[src/rtl/disp_scan_ctrl_pkg.sv]
// Shared constants and helpers for the 4-digit 7-segment scan controller.
package disp_scan_ctrl_pkg;

    localparam int DIGITS     = 4;
    localparam int SCAN_IDX_W = 2;
    localparam int DIGIT_W    = 4;
    localparam int HEX_W      = DIGITS * DIGIT_W;

    localparam logic [SCAN_IDX_W-1:0] SCAN_FIRST = 2'd0;
    localparam logic [SCAN_IDX_W-1:0] SCAN_LAST  = 2'd3;

    // True when the scan index points at the last digit of a frame.
    function automatic logic is_last_digit(input logic [SCAN_IDX_W-1:0] idx);
        return (idx == SCAN_LAST);
    endfunction

endpackage

[src/rtl/disp_prescaler.sv]
// Free-running scan prescaler: emits one tick every 2^SCAN_W enabled clocks.
module disp_prescaler #(
    parameter int SCAN_W = 17
) (
    input  logic clk,
    input  logic rst_n,
    input  logic en,
    output logic tick
);

    logic [SCAN_W-1:0] cnt_r;

    // Counter advances only while enabled and wraps naturally at all-ones.
    always_ff @(posedge clk) begin
        if (!rst_n) begin
            cnt_r <= {SCAN_W{1'b0}};
        end else if (en) begin
            cnt_r <= cnt_r + {{(SCAN_W-1){1'b0}}, 1'b1};
        end else begin
            cnt_r <= cnt_r;
        end
    end

    assign tick = en & (&cnt_r);

endmodule

[src/rtl/disp_scan_ctrl.sv]
// Display scan controller: digit scan index, frame-aligned content update and blink.
module disp_scan_ctrl
    import disp_scan_ctrl_pkg::*;
#(
    parameter int SCAN_W       = 17,
    parameter int BLINK_FRAMES = 64
) (
    input  logic                  clk,
    input  logic                  rst_n,
    input  logic                  en,
    input  logic                  wr_req,
    output logic                  wr_ready,
    input  logic [HEX_W-1:0]      wr_data,
    input  logic [DIGITS-1:0]     wr_point,
    input  logic [DIGITS-1:0]     wr_blink,
    output logic                  wr_done,
    output logic [HEX_W-1:0]      Hexs,
    output logic [SCAN_IDX_W-1:0] Scan,
    output logic [DIGITS-1:0]     point,
    output logic [DIGITS-1:0]     LES
);

    localparam int FC_W = (BLINK_FRAMES > 1) ? $clog2(BLINK_FRAMES) : 1;
    localparam logic [FC_W-1:0] FC_LAST = FC_W'(BLINK_FRAMES - 1);
    localparam logic [FC_W-1:0] FC_ONE  = FC_W'(1);

    logic                  digit_tick_s;
    logic                  frame_tick_s;
    logic                  accept_s;
    logic                  commit_s;

    logic [SCAN_IDX_W-1:0] scan_r;
    logic [HEX_W-1:0]      hexs_r;
    logic [DIGITS-1:0]     point_r;
    logic [DIGITS-1:0]     blink_mask_r;
    logic [DIGITS-1:0]     les_r;
    logic [FC_W-1:0]       frame_cnt_r;
    logic                  blink_phase_r;
    logic                  pend_valid_r;
    logic [HEX_W-1:0]      pend_hex_r;
    logic [DIGITS-1:0]     pend_point_r;
    logic [DIGITS-1:0]     pend_blink_r;
    logic                  wr_ready_r;
    logic                  wr_done_r;

    logic [SCAN_IDX_W-1:0] scan_nxt_s;
    logic [FC_W-1:0]       frame_cnt_nxt_s;
    logic                  blink_phase_nxt_s;
    logic [DIGITS-1:0]     blink_mask_nxt_s;

    disp_prescaler #(
        .SCAN_W (SCAN_W)
    ) u_prescaler (
        .clk   (clk),
        .rst_n (rst_n),
        .en    (en),
        .tick  (digit_tick_s)
    );

    // A commit needs data already pending before the frame tick, so a write
    // accepted on the tick cycle itself waits a whole frame.
    assign frame_tick_s = digit_tick_s & is_last_digit(scan_r);
    assign accept_s     = wr_req & ~pend_valid_r;
    assign commit_s     = frame_tick_s & pend_valid_r;

    // Next-state of the scan index, blink timing and visible blink mask.
    always_comb begin
        scan_nxt_s        = scan_r;
        frame_cnt_nxt_s   = frame_cnt_r;
        blink_phase_nxt_s = blink_phase_r;
        blink_mask_nxt_s  = blink_mask_r;

        if (digit_tick_s) begin
            scan_nxt_s = scan_r + {{(SCAN_IDX_W-1){1'b0}}, 1'b1};
        end else begin
            scan_nxt_s = scan_r;
        end

        if (frame_tick_s) begin
            if (frame_cnt_r == FC_LAST) begin
                frame_cnt_nxt_s   = {FC_W{1'b0}};
                blink_phase_nxt_s = ~blink_phase_r;
            end else begin
                frame_cnt_nxt_s   = frame_cnt_r + FC_ONE;
                blink_phase_nxt_s = blink_phase_r;
            end
        end else begin
            frame_cnt_nxt_s   = frame_cnt_r;
            blink_phase_nxt_s = blink_phase_r;
        end

        if (commit_s) begin
            blink_mask_nxt_s = pend_blink_r;
        end else begin
            blink_mask_nxt_s = blink_mask_r;
        end
    end

    // Scan index, blink state and the blank mask derived from them.
    always_ff @(posedge clk) begin
        if (!rst_n) begin
            scan_r        <= SCAN_FIRST;
            frame_cnt_r   <= {FC_W{1'b0}};
            blink_phase_r <= 1'b0;
            blink_mask_r  <= {DIGITS{1'b0}};
            les_r         <= {DIGITS{1'b0}};
        end else begin
            scan_r        <= scan_nxt_s;
            frame_cnt_r   <= frame_cnt_nxt_s;
            blink_phase_r <= blink_phase_nxt_s;
            blink_mask_r  <= blink_mask_nxt_s;
            les_r         <= blink_mask_nxt_s & {DIGITS{blink_phase_nxt_s}};
        end
    end

    // Single-entry write buffer: capture when empty, release at a frame boundary.
    always_ff @(posedge clk) begin
        if (!rst_n) begin
            pend_valid_r <= 1'b0;
            pend_hex_r   <= {HEX_W{1'b0}};
            pend_point_r <= {DIGITS{1'b0}};
            pend_blink_r <= {DIGITS{1'b0}};
            wr_ready_r   <= 1'b1;
        end else if (accept_s) begin
            pend_valid_r <= 1'b1;
            pend_hex_r   <= wr_data;
            pend_point_r <= wr_point;
            pend_blink_r <= wr_blink;
            wr_ready_r   <= 1'b0;
        end else if (commit_s) begin
            pend_valid_r <= 1'b0;
            pend_hex_r   <= pend_hex_r;
            pend_point_r <= pend_point_r;
            pend_blink_r <= pend_blink_r;
            wr_ready_r   <= 1'b1;
        end else begin
            pend_valid_r <= pend_valid_r;
            pend_hex_r   <= pend_hex_r;
            pend_point_r <= pend_point_r;
            pend_blink_r <= pend_blink_r;
            wr_ready_r   <= wr_ready_r;
        end
    end

    // Displayed contents change only on the edge where Scan wraps 3 -> 0.
    always_ff @(posedge clk) begin
        if (!rst_n) begin
            hexs_r    <= {HEX_W{1'b0}};
            point_r   <= {DIGITS{1'b0}};
            wr_done_r <= 1'b0;
        end else if (commit_s) begin
            hexs_r    <= pend_hex_r;
            point_r   <= pend_point_r;
            wr_done_r <= 1'b1;
        end else begin
            hexs_r    <= hexs_r;
            point_r   <= point_r;
            wr_done_r <= 1'b0;
        end
    end

    assign wr_ready = wr_ready_r;
    assign wr_done  = wr_done_r;
    assign Hexs     = hexs_r;
    assign Scan     = scan_r;
    assign point    = point_r;
    assign LES      = les_r;

endmodule

[config.mk]
export PLATFORM = sky130hd
export DESIGN_NAME = disp_scan_ctrl
export DESIGN_NICKNAME = d
export VERILOG_FILES = /design/src/rtl/disp_scan_ctrl_pkg.sv /design/src/rtl/disp_prescaler.sv /design/src/rtl/disp_scan_ctrl.sv
export SDC_FILE = /design/constraint.sdc
export NUM_CORES = 1
export LEC_CHECK = 0
export CORE_ASPECT_RATIO = 1.25
export CORE_MARGIN = 4
export CORE_UTILIZATION = 38
export DETAILED_ROUTE_END_ITERATION = 10
export GPL_ROUTABILITY_DRIVEN = 0
export SYNTH_ARGS = -nofsm -noshare
export SYNTH_HDL_FRONTEND = slang
export SYNTH_SLANG_ARGS = --single-unit
[constraint.sdc]
create_clock -name clk -period 7.4 [get_ports clk]
set_clock_uncertainty 0.05 [all_clocks]
set_input_delay 1.11 -clock clk [delete_from_list [all_inputs] [get_ports clk]]
set_output_delay 1.11 -clock clk [all_outputs]
set_load 0.02 [all_outputs]
==> results.md, run 1 <==
* CTS max path bufs at 2
* Max-Cap Viols at 0
* CTS resizes at 0
* Post-CTS Setup Repair Bufs at 0
* Commonest non-fill, non-tap cell in the layout: dfxtp_1
* Cell Count, Final, Fillers Out at 475
* Layout Utilization at 49.7%
* Seq/Total Area, Yosys at 53.8%
* TritonCTS clock tree: built
* Flops & latches, synth at 81
* Gr usage total at 14.5%
* Num ports at 56
* Die width at 87.7 µm
* Unique masters post-synth at 34
* Leakage power total at 1.38 nW
* Final setup viols at 0
* DRC at 0
* CTS root buf: clkbuf_8
* Cts hold-fix bufs at 0
* Critical R2R Launch: u_prescaler.cnt_r[3]$_SDFFE_PN0P_
* Max Fanout on Critical Path at 24
* Post-synthesis cell area at 3020 µm²
* CP Launch Point: rst_n
* Arrival time worst endpoint at 3.40 ns
* DRT iter0 DRCs at 65
* CP Capture Type: register
* Slew Limit Headroom at 32.7%
* CTS sink count at 81
* Hold Violations, Final at 0
* Power Total at 0.000882 W
* Nets@finish at 407
* YS warnings at 0
* Min Tclk post-route at 3.16 ns
* PD cells at 229 nW/µm²
* CTS buffer count at 9
* Startpoint Class: input port
* Layout cells sized above 1 at 5.79%
* Worst VDD drop at 0.000103 V
* Routed wire per std cell at 13.2 µm
* Fmax achieved at 0.317 GHz
* Final period util at 42.7%
* RSZ-0062 raised after global routing: false
* Area Overhead vs Synth at 27.6%
* Initial antenna violation count at 0
* Pin count of the biggest net entering global routing at 43
* Final HPWL from detailed placement at 4300 µm
* Req. time, crit path at 7.64 ns
* Routed vias/inst at 5.07
* Placed insts at 459
* Clock Pin Slew Worst Setup and Hold Paths at 0.08 ns
* First-pass GRT wire length at 10800 µm
* Commonest cells after routing, fill and taps aside: dfxtp_1, nand2_1, clkdlybuf4s50_1
* Detailed Route WL at 6280 µm
* Fillers at 752
* Overflow after GRT at 0
* Status: complete, no violations
* H-tree levels at 3
* PortBufs at 55
* Worst-Skew Late Latency at 0.35 ns
* Setup Total Neg Slack at 0 ns
* FF-to-FF End: Hexs[0]$_SDFFE_PN0N_
* Crit Path Class: in2reg
* DRT antenna net count at 0
* Core area at 7750 µm²
* R2R cell count at 7
* Post-Syn Nets at 359
* Synth Area per Inst at 9.22 µm²
* Vias at 2406
* Final Max Tran Viols at 0
* 1st-pass router iterations at 4
* Min-delay worst type: reg2reg
* Starting Density at 38.9%
* Gate Count Post-Synth at 327
* Die H at 108 µm
* Die area at 9430 µm²
* Critical path endpoint: Hexs[0]$_SDFFE_PN0N_
* Slew of the pin with the lowest slew margin at 1.01 ns
* Number of global-route vias before repair at 2411
* R2r setup slk at 4.50 ns
* Cell Rows at 36
* Number of diodes at 0
* Hold_sp: pend_hex_r[11]$_SDFFE_PN0P_
-- final cells by class --
| type | count | area, µm² | share of cell area, % |
|---|---|---|---|
| multi-input combinational | 221 | 1280 | 33.3 |
| timing repair buffer | 57 | 566 | 14.7 |
| clock buffer | 10 | 128 | 3.32 |
| tap | 95 | 119 | 3.09 |
| sequential | 81 | 1620 | 42.1 |
| inverter | 5 | 18.8 | 0.488 |
| clock inverter | 6 | 115 | 2.99 |
-- where the power goes --
part / internal [W] / switching (W) / total, W
logic: 0.0000216 / 0.0000233 / 0.0000449
clock network: 0.000226 / 0.000160 / 0.000386
registers: 0.000445 / 0.00000607 / 0.000451
total: 0.000692 / 0.000189 / 0.000882
-- cell usage after synthesis (all sizes together) --
cell	number	area [µm²]
a21oi	36	184
a22o	20	175
a22oi	4	30.0
and3	1	6.26
buf	11	62.6
clkbuf	9	33.8
clkinv	1	3.75
dfxtp	81	1620
ha	4	50.1
inv	4	15.0
mux2i	8	80.1
nand2	72	270
nand2b	6	37.5
nand3	13	77.6
nand4	11	75.1
nor2	10	37.5
nor2b	1	6.26
nor3	1	5.00
nor3b	1	7.51
nor4	6	37.5
o21a	1	7.51
o21ai	5	25.0
o311ai	1	8.76
o31ai	4	30.0
o41ai	1	8.76
or3	5	31.3
or4	3	26.3
xnor2	2	17.5
xor2	5	43.8
-- flip-flops by register name, indices dropped and copies added (netlist names), 2 cells and up --
register,flops
pend_hex_r,16
point,4
blink_mask_r,4
Hexs,16
Scan,2
frame_cnt_r,6
LES,4
pend_blink_r,4
u_prescaler.cnt_r,17
pend_point_r,4
-- cell families after synthesis --
kind of cell / synth area share (%)
flops: 53.8
simple gates: 20.5
compound gates: 15.6
buf+inv: 3.82
xor+xnor: 2.03
fa+ha+maj: 1.66
mux: 2.66
-- routing by layer --
metal | track usage [%] | vias to the layer above | routed length [µm]
met4 | 6.25 | 0 | 116
li1 | - | 1240 | -
met5 | 0 | - | 0
met1 | 16.9 | 1109 | 2880
met3 | 3.98 | 9 | 337
met2 | 24.4 | 48 | 2940
-- stage by stage --
stage | area, µm² | setup WS (ns) | hold slack (ns)
6_report | 3850 | 4.24 | 0.406
5_1_grt | 3850 | 4.02 | 0.424
4_1_cts | 3850 | 4.19 | 0.410
3_5_place_dp | 3610 | 3.82 | 0.398
3_3_place_gp | 3610 | 3.90 | 0.392
2_1_floorplan | 3020 | 5.07 | 0.386
-- critical path: stages --
cell,delay (ns)
clkdlybuf4s50_1,1.00
clkinv_1,0.23
a21oi_2,0.78
a22o_1,0.27
-- how the worst min path moves through the flow --
stage | to | slack (ns) | depth (start not counted)
floorplan | pend_hex_r[0]$_SDFFE_PN0P_ | 0.39 | 2
global placement | pend_hex_r[3]$_SDFFE_PN0P_ | 0.39 | 2
detailed placement | pend_hex_r[15]$_SDFFE_PN0P_ | 0.40 | 2
CTS | pend_hex_r[1]$_SDFFE_PN0P_ | 0.41 | 2
global route | pend_hex_r[4]$_SDFFE_PN0P_ | 0.42 | 2
finish | pend_hex_r[11]$_SDFFE_PN0P_ | 0.41 | 2
No activity file was read; power rests on OpenSTA's default activity.
==> run 2, diff against run 1 <==
clock period = 3.19 ns   (was 7.4 ns; I/O delays follow)
==> run 2 against run 1 <==
Effect of this change:
- clock-buffer cell count unchanged
- non-clock buffer count grew 4
- combinational power grew 140%
- global-route usage decreased by 0.15 points
- largest power group unchanged
- sequential share of layout area shrank 0.33 points
- cell count is 0.84% higher
==> results.md, run 2 (synthesized netlist as in run 1, its figures left out) <==
* FF-to-FF End: point[0]$_SDFFE_PN0N_
* Worst-Skew Late Latency at 0.35 ns
* CTS max path bufs at 2
* Area Overhead vs Synth at 28.6%
* Max Fanout on Critical Path at 22
* Layout cells sized above 1 at 6.77%
* CTS sink count at 81
* Num ports at 56
* Nets@finish at 411
* Min-delay worst type: reg2reg
* Max-Cap Viols at 0
* Worst VDD drop at 0.000363 V
* Finished Cell Area at 3880 µm²
* PortBufs at 55
* CTS root buf: clkbuf_8
* Power Total at 0.00205 W
* First-pass GRT wire length at 10700 µm
* Req. time, crit path at 3.43 ns
* CP Launch Point: u_prescaler.cnt_r[0]$_SDFFE_PN0P_
* Initial antenna violation count at 0
* Routed vias/inst at 5.05
* Core area at 7750 µm²
* Number of global-route vias before repair at 2259
* CTS resizes at 0
* Max FFs per register at 17
* Die width at 87.7 µm
* Slew of the pin with the lowest slew margin at 1.02 ns
* Slew Limit Headroom at 32.3%
* WHS Endpoint: pend_hex_r[11]$_SDFFE_PN0P_
* Cts hold-fix bufs at 0
* Worst hold slack at 0.405 ns
* Final Max Tran Viols at 0
* R2R cell count at 8
* Commonest cells after routing, fill and taps aside: dfxtp_1, nand2_1, clkdlybuf4s50_1
* DP Area at 3640 µm²
* Vias at 2417
* Final period util at 82.1%
* PD cells at 530 nW/µm²
* Leakage power total at 1.40 nW
* Die H at 108 µm
* Hold Path Stages at 2
* Pin count of the biggest net entering global routing at 43
* Hold Violations, Final at 0
* Die area at 9430 µm²
* Number of diodes at 0
* Final setup viols at 0
* DRC at 0
* H-tree levels at 3
* Critical R2R Launch: u_prescaler.cnt_r[0]$_SDFFE_PN0P_
* Post-CTS Setup Repair Bufs at 0
* Crit Path Class: reg2reg
* Cell Rows at 36
* Clock Pin Slew Worst Setup and Hold Paths at 0.08 ns
* Routed wire per std cell at 13.3 µm
* Detailed Route WL at 6370 µm
* DRT iter0 DRCs at 87
* TritonCTS clock tree: built
* Setup Total Neg Slack at 0 ns
* Startpoint Class: register
* Overflow after GRT at 0
* CP Capture Type: register
* Commonest non-fill, non-tap cell in the layout: dfxtp_1
* Status: complete, no violations
* Fmax achieved at 0.382 GHz
* Starting Density at 38.9%
* Gr usage total at 14.3%
* CTS buffer count at 9
* DRT antenna net count at 0
* Most flops, register: u_prescaler.cnt_r
* R2r setup slk at 0.57 ns
* Hold_sp: pend_hex_r[11]$_SDFFE_PN0P_
* RSZ-0062 raised after global routing: false
* Min Tclk post-route at 2.62 ns
* 1st-pass router iterations at 4
* Final HPWL from detailed placement at 4280 µm
* Arrival time worst endpoint at 2.86 ns
run 2: cell count changes in the layout (fill, tap and decap cells not counted), sizes merged:
cell  change
buf       +4
run 2: layer usage:
metal  vias to the layer above  part of all wire (%)  track usage, %
met5                         -                     0               0
met4                         0                   1.7            6.25
met3                        12                   5.9            3.60
met2                        51                    46            22.4
met1                      1105                    47            18.5
li1                       1249                     -               -
run 2: worst max-delay path, stage by stage, from the launching register on:
cell and delay, ns:
dfxtp_1 0.35, ha_1 0.25, nand3_1 0.09, nor3_1 0.04, nor3b_1 0.14, ha_1 0.27, and3_1 0.30, a21oi_2 0.80
a22o_1 0.27
run 2: stage by stage:
step	worst slack, ns	instances	utilization (%)
after global routing	0.256	479	50.1
after floorplan	0.861	327	-
after CTS	0.498	479	50.1
after detailed placement	0.520	463	46.9
final	0.569	479	50.1
after global placement	0.602	463	46.9
run 2: cell type report:
cell class	count	area, µm²
repair buffers	61	596
flip-flops and latches	81	1620
clock inverters	6	115
multi-input cells	221	1280
fillers	758	3870
inverters	5	18.8
well taps	95	119
clock buffers	10	128
run 2: how the worst max path moves through the flow:
stage / to / slack (ns) / cells past startpoint
final: point[0]$_SDFFE_PN0N_ / 0.57 / 8
after detailed placement: Hexs[10]$_SDFFE_PN0N_ / 0.52 / 8
after floorplan: Hexs[10]$_SDFFE_PN0N_ / 0.86 / 10
after global placement: point[2]$_SDFFE_PN0N_ / 0.60 / 8
after global routing: Hexs[1]$_SDFFE_PN0N_ / 0.26 / 8
after CTS: point[0]$_SDFFE_PN0N_ / 0.50 / 8
run 2: report_power, final:
group | total [W] | internal [W] | switching, W
logic | 0.000109 | 0.0000526 | 0.0000560
clock network | 0.000901 | 0.000524 | 0.000376
registers | 0.00105 | 0.00103 | 0.0000139
total | 0.00205 | 0.00161 | 0.000446
==> patch, RTL diff (settings of run 2) <==
`SCAN_W` is set to 17 in 2 places; all go to 21.
--- a/src/rtl/disp_prescaler.sv
+++ b/src/rtl/disp_prescaler.sv
@@ -2,3 +2,3 @@
 module disp_prescaler #(
-    parameter int SCAN_W = 17
+    parameter int SCAN_W = 21
 ) (
--- a/src/rtl/disp_scan_ctrl.sv
+++ b/src/rtl/disp_scan_ctrl.sv
@@ -4,3 +4,3 @@
 #(
-    parameter int SCAN_W       = 17,
+    parameter int SCAN_W       = 21,
     parameter int BLINK_FRAMES = 64
Function: same outputs for any inputs over 10 cycles, from zero or initial values and one cycle with rst_n low; that may be too few to reach the edited logic, so the function may still have changed.
==> patch against run 2 <==
- worst setup slack improved by 0.079 ns
- sequential cell count increased by 4
- clock power increased by 2.8%
- sequential share of layout area decreased by 2.5 points
- global-route usage increased by 1.4 points
- power increased by 3.5%
- final area increased by 12%
- routed wire length increased by 27%
- register-to-register slack improved by 0.26 ns
- synthesized area increased by 13%
- non-clock buffer count increased by 3
- critical path type is now in -> reg
- largest cell class unchanged
- highest routed layer unchanged
==> patch: results (changes against run 2) <==
Layout
  – Commonest non-fill, non-tap cell in the layout: dfxtp_1
  – Layout cells sized above 1: 7.46% (+0.69 points)
  – Final #Nets: 482 (+17%)
  – Top reg by flops: u_prescaler.cnt_r
  – Max reg flops: 21 (+4)
  – Ant diodes: 0 (unchanged)

Place
  – Worst slack, placed: 0.276 ns (-0.244 ns)
  – Placed inst area: 0.00408 mm2 (+12%)
  – Hpwl dp: 5280 um (+23%)
  – IO buf count: 55 (unchanged)

Detailed routing
  – DR vias: 3104 (+28%)
  – DRT iter0 DRCs: 157 (+80%)
  – Drt pass-1 iters: 4 (unchanged)
  – Wirelength per Cell: 14.0 um (+5.3%)

Outcome
  – Status: finished, final reports clean

Power
  – Peak supply drop: 0.000200 V (-45%)
  – Static Leak: 1.45 nW (+3.8%)

Global route
  – Pin count of the biggest net entering global routing: 46 (+7.0%)
  – Number of global-route vias before repair: 2940 (+30%)
  – GRT Overall Usage: 15.7% (+1.4 points)
  – First-pass GRT wire length: 13500 um (+27%)
  – Initial antenna violation count: 0 (unchanged)

Synthesis
  – Dominant cells by area after synthesis: dfxtp_1 (50%), a21oi_1 (8.8%), nand2_1 (7.1%)
  – Yosys synthesis warning count: 0 (unchanged)
  – Async set-or-reset flop fraction in the synthesized netlist: 0% (unchanged)
  – Sequential area share after synthesis: 50.1% (-3.7 points)
  – Net Count, Synth: 437 (+22%)
  – Netlist cell types: 40 (+18%)
  – Commonest cells in the synthesized netlist: dfxtp_1 (85), nand2_1 (64), a21oi_1 (60)

CTS
  – TritonCTS buffer count: 9 (unchanged)
  – Post-CTS Resized: 0 (unchanged)
  – Clk slew on worst S/H paths: 0.09 ns
  – Post-CTS Repair Setup Buffers: 0 (unchanged)
  – Clk buf depth: 2 (unchanged)
  – Htree depth: 3 (unchanged)
  – CTS Root Cell: clkbuf_8
  – Clk_lat worst skew: 0.35 ns (about the same)

Hold path
  – Hold WC Path Type: reg -> reg

Timing
  – Final TNS setup: 0 ns (unchanged)
  – Worst slew margin: 53.3% (+21 points)

Critical path
  – Critical-path maximum fanout: 9 (-59%)
  – Worst path arrival time: 2.71 ns (-0.15 ns)
-- patch: cell count changes in the layout (fill, tap and decap cells not counted), moves of 5 or more --
cell      delta
mux2i_1      -6
o21ai_0     +24
a21oi_1     +25
nor4_1       -5
nand3_1     +19
or4_1        +5
nand2_1      -8
a22o_1      -20
o211ai_1     +5
-- patch: cell families after synthesis --
group | synth area share [%]
DFF | 50.1
xor gates and xnor gates | 2.32
muxes | 0.589
buffers and inverters | 4.20
and+or+nand+nor | 23.2
AOI/OAI and AO/OA | 18.5
adders and majority gates | 1.10
-- patch: final timing paths --
check / end / slack [ns] / from / cells after the start
min: pend_hex_r[11]$_SDFFE_PN0P_ / 0.41 / pend_hex_r[11]$_SDFFE_PN0P_ / 2
min reg2reg: pend_hex_r[11]$_SDFFE_PN0P_ / 0.41 / pend_hex_r[11]$_SDFFE_PN0P_ / 2
max: LES[3]$_SDFF_PN0_ / 0.65 / en / 6
max reg2reg: LES[3]$_SDFF_PN0_ / 0.83 / u_prescaler.cnt_r[0]$_SDFFE_PN0P_ / 6
-- patch: layout make-up --
class	instances	area (um2)
multi-input cells	284	1570
flip-flops and latches	85	1700
fillers	839	4380
repair buffers	64	631
well taps	120	150
clock buffers	9	124
clock inverters	7	123
inverters	7	26.3
-- patch: through the flow --
step           total power, mW  hold WS [ns]  std cells
2_1_floorplan             1.17         0.387        406
6_report                  2.13         0.408        576
4_1_cts                   2.15         0.411        576
3_5_place_dp              1.23         0.398        560
5_1_grt                   2.21         0.432        576
3_3_place_gp              1.23         0.394        560
-- patch: per-layer routing --
layer | global-route usage [%] | part of all wire, %
met2 | 27.0 | 48
met1 | 19.3 | 47
met3 | 3.23 | 4.1
met4 | 5.95 | 1.4
met5 | 0 | 0
-- patch: worst max-delay path, stage by stage --
cell and delay, ns:
clkdlybuf4s50_1 0.61, nand4_1 0.22, or4_1 0.64, buf_4 0.21, o31ai_2 0.41, a22oi_2 0.15
-- patch: report_power, final --
part / total, mW / internal, mW / switching (mW)
Combinational: 0.108 / 0.0532 / 0.0546
Clock: 0.926 / 0.526 / 0.400
Sequential: 1.09 / 1.08 / 0.0122
Total: 2.13 / 1.66 / 0.467
